==> src/rtl/pool_stream_ctrl.sv <==
// Frame sequencer: streams DIM*DIM image pixels into max_pool and captures pooled results.
// Optional build macro POOL_CTRL_PERF_EN adds a saturating busy-cycle counter port cycle_cnt.
module pool_stream_ctrl #(
  parameter  int unsigned DIM       = 16,
  parameter  int unsigned K         = 2,
  parameter  int unsigned STRIDE    = 2,
  parameter  int unsigned DRAIN_MAX = 64,
  localparam int unsigned NPIX      = DIM * DIM,
  localparam int unsigned OD        = (DIM - K) / STRIDE + 1,
  localparam int unsigned NOUT      = OD * OD,
  localparam int unsigned AW        = $clog2(NPIX),
  localparam int unsigned RW        = $clog2(NOUT)
) (
  input  logic          clk,
  input  logic          reset,
  input  logic          start,
  output logic          busy,
  output logic          done,
  output logic          error,
  output logic          img_rd_en,
  output logic [AW-1:0] img_addr,
  input  logic [7:0]    img_data,
  output logic          pool_clr,
  output logic [8:0]    pool_pxl,
  input  logic [8:0]    pool_out,
  input  logic          pool_valid,
  output logic          res_we,
  output logic [RW-1:0] res_addr,
  output logic [8:0]    res_data
`ifdef POOL_CTRL_PERF_EN
  ,
  output logic [31:0]   cycle_cnt
`endif
);

  localparam int unsigned DW = $clog2(DRAIN_MAX);

  typedef enum logic [2:0] {
    S_IDLE,
    S_CLEAR,
    S_STREAM,
    S_DRAIN,
    S_DONE
  } state_t;

  state_t          state_q;
  logic            busy_q, done_q, error_q, rd_en_q, clr_q;
  logic [AW-1:0]   addr_q;
  logic [AW:0]     pix_q;
  logic [RW:0]     res_cnt_q, res_cnt_d;
  logic [DW:0]     drain_q;
  logic            capture;

  always_comb begin
    capture = 1'b0;
    if ((state_q == S_STREAM || state_q == S_DRAIN) && pool_valid &&
        (res_cnt_q < (RW+1)'(NOUT)))
      capture = 1'b1;
    res_cnt_d = res_cnt_q + (RW+1)'(capture);
  end

  // Read data lags the address by one cycle, so the pixel driven to max_pool
  // in STREAM cycle n is the word addressed in the previous cycle.
  always_ff @(posedge clk or negedge reset) begin
    if (!reset) begin
      state_q   <= S_IDLE;
      busy_q    <= 1'b0;
      done_q    <= 1'b0;
      error_q   <= 1'b0;
      rd_en_q   <= 1'b0;
      clr_q     <= 1'b1;
      addr_q    <= '0;
      pix_q     <= '0;
      res_cnt_q <= '0;
      drain_q   <= '0;
    end else begin
      done_q    <= 1'b0;
      res_cnt_q <= res_cnt_d;
      case (state_q)
        S_IDLE: begin
          clr_q <= 1'b1;
          if (start) begin
            state_q   <= S_CLEAR;
            busy_q    <= 1'b1;
            error_q   <= 1'b0;
            rd_en_q   <= 1'b1;
            addr_q    <= '0;
            pix_q     <= '0;
            res_cnt_q <= '0;
            drain_q   <= '0;
          end
        end
        S_CLEAR: begin
          state_q <= S_STREAM;
          clr_q   <= 1'b0;
          addr_q  <= AW'(1);
          rd_en_q <= 1'b1;
        end
        S_STREAM: begin
          if (pix_q == (AW+1)'(NPIX - 1)) begin
            state_q <= S_DRAIN;
            rd_en_q <= 1'b0;
            drain_q <= '0;
          end else begin
            pix_q <= pix_q + 1'b1;
            if (addr_q < AW'(NPIX - 1)) begin
              addr_q  <= addr_q + 1'b1;
              rd_en_q <= 1'b1;
            end else begin
              rd_en_q <= 1'b0;
            end
          end
        end
        S_DRAIN: begin
          drain_q <= drain_q + 1'b1;
          if (res_cnt_d == (RW+1)'(NOUT)) begin
            state_q <= S_DONE;
            done_q  <= 1'b1;
            busy_q  <= 1'b0;
          end else if (drain_q == (DW+1)'(DRAIN_MAX - 1)) begin
            state_q <= S_DONE;
            done_q  <= 1'b1;
            busy_q  <= 1'b0;
            error_q <= 1'b1;
          end
        end
        S_DONE: begin
          state_q <= S_IDLE;
          clr_q   <= 1'b1;
        end
        default: begin
          state_q <= S_IDLE;
          clr_q   <= 1'b1;
          busy_q  <= 1'b0;
          rd_en_q <= 1'b0;
        end
      endcase
    end
  end

  assign busy      = busy_q;
  assign done      = done_q;
  assign error     = error_q;
  assign img_rd_en = rd_en_q;
  assign img_addr  = addr_q;
  assign pool_clr  = clr_q;
  assign pool_pxl  = (state_q == S_STREAM) ? {1'b0, img_data} : '0;
  assign res_we    = capture;
  assign res_addr  = res_cnt_q[RW-1:0];
  assign res_data  = pool_out;

`ifdef POOL_CTRL_PERF_EN
  logic [31:0] cyc_q;

  always_ff @(posedge clk or negedge reset) begin
    if (!reset) begin
      cyc_q <= '0;
    end else if (state_q == S_IDLE && start) begin
      cyc_q <= '0;
    end else if ((state_q == S_CLEAR || state_q == S_STREAM || state_q == S_DRAIN) &&
                 (cyc_q != '1)) begin
      cyc_q <= cyc_q + 1'b1;
    end
  end

  assign cycle_cnt = cyc_q;
`endif

endmodule

==> config.mk <==
export PLATFORM = sky130hd
export DESIGN_NAME = pool_stream_ctrl
export DESIGN_NICKNAME = d
export VERILOG_FILES = /design/src/rtl/pool_stream_ctrl.sv
export SDC_FILE = /design/constraint.sdc
export NUM_CORES = 1
export LEC_CHECK = 0
export BUFFER_PORTS_ARGS = -buffer_cell sky130_fd_sc_hd__buf_4
export CORE_ASPECT_RATIO = 1.5
export CORE_MARGIN = 5
export CORE_UTILIZATION = 35
export CTS_BUF_LIST = sky130_fd_sc_hd__clkbuf_8
export DETAILED_ROUTE_END_ITERATION = 8
export GPL_ROUTABILITY_DRIVEN = 1
export PLACE_DENSITY = 0.68
export SLEW_MARGIN = 20
export SYNTH_ARGS = -nofsm -noshare
export SYNTH_HDL_FRONTEND = slang
export SYNTH_SLANG_ARGS = --single-unit
==> constraint.sdc <==
create_clock -name clk -period 5.5 [get_ports clk]
set_input_delay 0.55 -clock clk [delete_from_list [all_inputs] [get_ports clk]]
set_output_delay 0.55 -clock clk [all_outputs]
set_load 0.01 [all_outputs]
==> summary.txt <==
Clock tree
  • Num Clock Sinks: 39
  • Setup Buffers After CTS: 0
  • H-tree depth: 2
  • Clock root cell: clkbuf_8
  • Post_cts resized: 0
  • CTS max path bufs: 2
  • CTS tree: yes
  • Worst-skew pair later-pin latency: 0.29 ns
  • Clock transition at path regs: 0.07 ns
  • Clock buffer count from CTS: 5
  • Hold-fix buffers at CTS: 0

STA
  • Fin. max-slew vios: 0
  • Period utilization: 48.1%
  • RSZ-0062 raised after global routing: false
  • Least-Margin Pin Slew: 0.722 ns
  • Hold Vio Cnt, Final: 0
  • Total negative slack: 0 ns
  • Slew Limit Headroom: 51.5%
  • F_max: 378 MHz
  • Setup violations, final: 0
  • Setup skew after layout: 0.00336 ns
  • Min cycle time layout: 2.64 ns

Route
  • Via count: 1645
  • DRT antenna net count: 0
  • Final WL: 4.27 mm
  • Routed len/inst: 13.0 um
  • TritonRoute pass-1 iters: 4
  • DRC: 0
  • Post-DR vias/cell: 5.02
  • DRT iter0 DRCs: 96

Floorplan
  • Die width: 74.8 um
  • I/O pin total: 59
  • Initial core utilization: 36.0%
  • Die H: 107 um
  • Die ar.: 0.00803 mm^2
  • Rows: 35
  • CORE AREA: 0.00613 mm^2

Logic synthesis
  • Mapped Cells: 230
  • Mapped Avg Cell Area: 9.60 um^2
  • Mapped cell area: 0.00221 mm^2
  • Post-synth EDFFs: 0
  • Register area share after synthesis: 44.3%
  • Synth Warn #: 0
  • Synth top area share: 43.1%
  • Yosys top cell by area: dfrtp_1
  • Ys async rst share: 100%
  • Syn Nets: 257
  • Top cells by area, synth: dfrtp_1, buf_4, nor2_1
  • Top FF cell, synth: dfrtp_1
  • Post-synth cell types: 44
  • #FFs+latches synth: 39

Power
  • Power Density: 506 mW/mm^2
  • Tot Pwr: 0.00127 W
  • VDD IR max: 0.224 mV
  • LEAKAGE: 1.17 nW

Finish
  • Nets: 280
  • Fillers: 619
  • Layout Cells excl Fill: 328
  • Post-Route Utilization: 41.1%
  • Inserted Diodes: 0
  • Area delta synth->final: 14.2%
  • Share of layout cells above drive strength 1: 22.0%

Flow run
  • Max-Cap Viols: 0

Placement
  • Cell count after placement: 320
  • GP Congestion: 0.767
  • DPL Wire Length: 3.16 mm
  • Port buffer count: 39

Status
  • Status: complete, no violations

Worst setup path
  • Type of origin of the critical path: register
  • R2R depth: 9
  • End of the critical path: busy$_DFFE_PN0P_
  • Worst-path fanout max: 14
  • Reg2Reg Setup Slack: 2.86 ns
  • Crit path arrival time: 2.80 ns
  • Critical Path RT: 5.66 ns
  • Crit. Startpoint: state_q[1]$_DFFE_PN0P_
  • R2r endpoint: busy$_DFFE_PN0P_
  • Critical path class: reg2reg
  • CP Capture Type: register
  • FF-to-FF Start: state_q[1]$_DFFE_PN0P_

GRT
  • First-pass GRT wire length: 7.49 mm
  • Vias in the first global route: 1665
  • Largest net degree at the start of global routing: 40
  • GRT overflow: 0
  • Initial antenna violation count: 0
  • GRT Util Overall: 11.8%

Min path
  • Worst Hold Class: in2async
sequential cells by signal, indices dropped and copies added (netlist names):
signal     flops
error          1
pix_q          9
res_cnt_q      7
busy           1
state_q        3
done           1
drain_q        7
img_addr       8
pool_clr       1
img_rd_en      1
worst max-delay path: stages, from the launching register on:
cell,delay (ns)
dfrtp_1,0.59
nor2b_1,0.25
and3b_1,0.21
ha_1,0.19
ha_1,0.25
and2_1,0.20
a21oi_1,0.08
o32a_1,0.30
o22ai_1,0.30
o21ai_0,0.16
per-stage QoR:
step | hold WS [ns] | area (um^2) | worst slack [ns]
final | 0.221 | 2520 | 2.86
after global routing | 0.261 | 2520 | 2.65
after CTS | 0.237 | 2520 | 2.84
after global placement | 0.484 | 2440 | 2.92
after floorplan | 0.254 | 2210 | 2.97
after detailed placement | 0.493 | 2440 | 2.86
cell families (layout without fill, tap and decap cells):
group	after synthesis	in the layout	share of synthesized area, %
DFF	39	39	44.3
AOI/OAI and AO/OA	31	31	9.07
adders and majority gates	6	6	3.40
and+or+nand+nor	101	101	25.5
xor gates and xnor gates	20	20	7.94
other	1	1	0.170
muxes	3	3	1.47
buffers and inverters	29	53	8.16
where the power goes:
| part | switching [W] | total (W) | leakage [nW] | internal (W) |
|---|---|---|---|---|
| Clock | 0.0000957 | 0.000181 | 0.0505 | 0.0000852 |
| Combinational | 0.000270 | 0.000542 | 0.649 | 0.000273 |
| Sequential | 0.000142 | 0.000551 | 0.467 | 0.000409 |
| Total | 0.000507 | 0.00127 | 1.17 | 0.000767 |
synthesized netlist by cell type (4+ instances only):
| cell | instances |
|---|---|
| xnor2_1 | 7 |
| a21oi_1 | 6 |
| clkbuf_1 | 4 |
| nand4_1 | 6 |
| nor3_1 | 6 |
| buf_4 | 16 |
| xor2_1 | 13 |
| nor2_1 | 32 |
| nand2_1 | 15 |
| o21ai_0 | 10 |
| ha_1 | 6 |
| dfrtp_1 | 38 |
| nand3_1 | 9 |
| and2_1 | 13 |
| inv_1 | 5 |
final cells by class:
class / instances / area, um^2 / area share [%]
Sequential cell: 39 / 977 / 38.8
Clock inverter: 3 / 12.5 / 0.497
Multi-Input combinational cell: 162 / 1050 / 41.7
Timing Repair Buffer: 40 / 300 / 11.9
Inverter: 5 / 18.8 / 0.745
Clock buffer: 5 / 68.8 / 2.73
Tap cell: 74 / 92.6 / 3.67
routing by layer:
layer,vias to the layer above,track usage (%),part of all wire (%)
met2,47,18.6,46
met3,6,4.02,7.7
li1,811,-,-
met5,-,0,0
met1,781,15.0,45
met4,0,3.82,1.4
placed cells by master (no fill, tap or decap), drive strengths merged, types with 2 or more instances in the layout:
cell / instances
nand3: 9
o21bai: 2
nor2b: 4
or3b: 3
o21ai: 10
and2: 13
buf: 40
or3: 2
nand4: 6
and3: 3
mux2: 2
nand2: 15
xnor2: 7
xor2: 13
a22o: 3
a21oi: 7
nor4: 2
ha: 6
nor3: 6
a21o: 2
clkbuf: 5
inv: 7
nor2: 32
dfrtp: 38
how the worst min path moves through the flow:
stage	end	start	cells after the start	slack [ns]
2_1_floorplan	busy$_DFFE_PN0P_	reset	0	0.25
3_3_place_gp	drain_q[0]$_DFFE_PN0P_	drain_q[0]$_DFFE_PN0P_	1	0.48
3_5_place_dp	drain_q[0]$_DFFE_PN0P_	drain_q[0]$_DFFE_PN0P_	1	0.49
4_1_cts	res_cnt_q[3]$_DFF_PN0_	reset	1	0.24
5_1_grt	res_cnt_q[3]$_DFF_PN0_	reset	1	0.26
6_report	res_cnt_q[3]$_DFF_PN0_	reset	1	0.22
(Power assumes the default switching activity.)
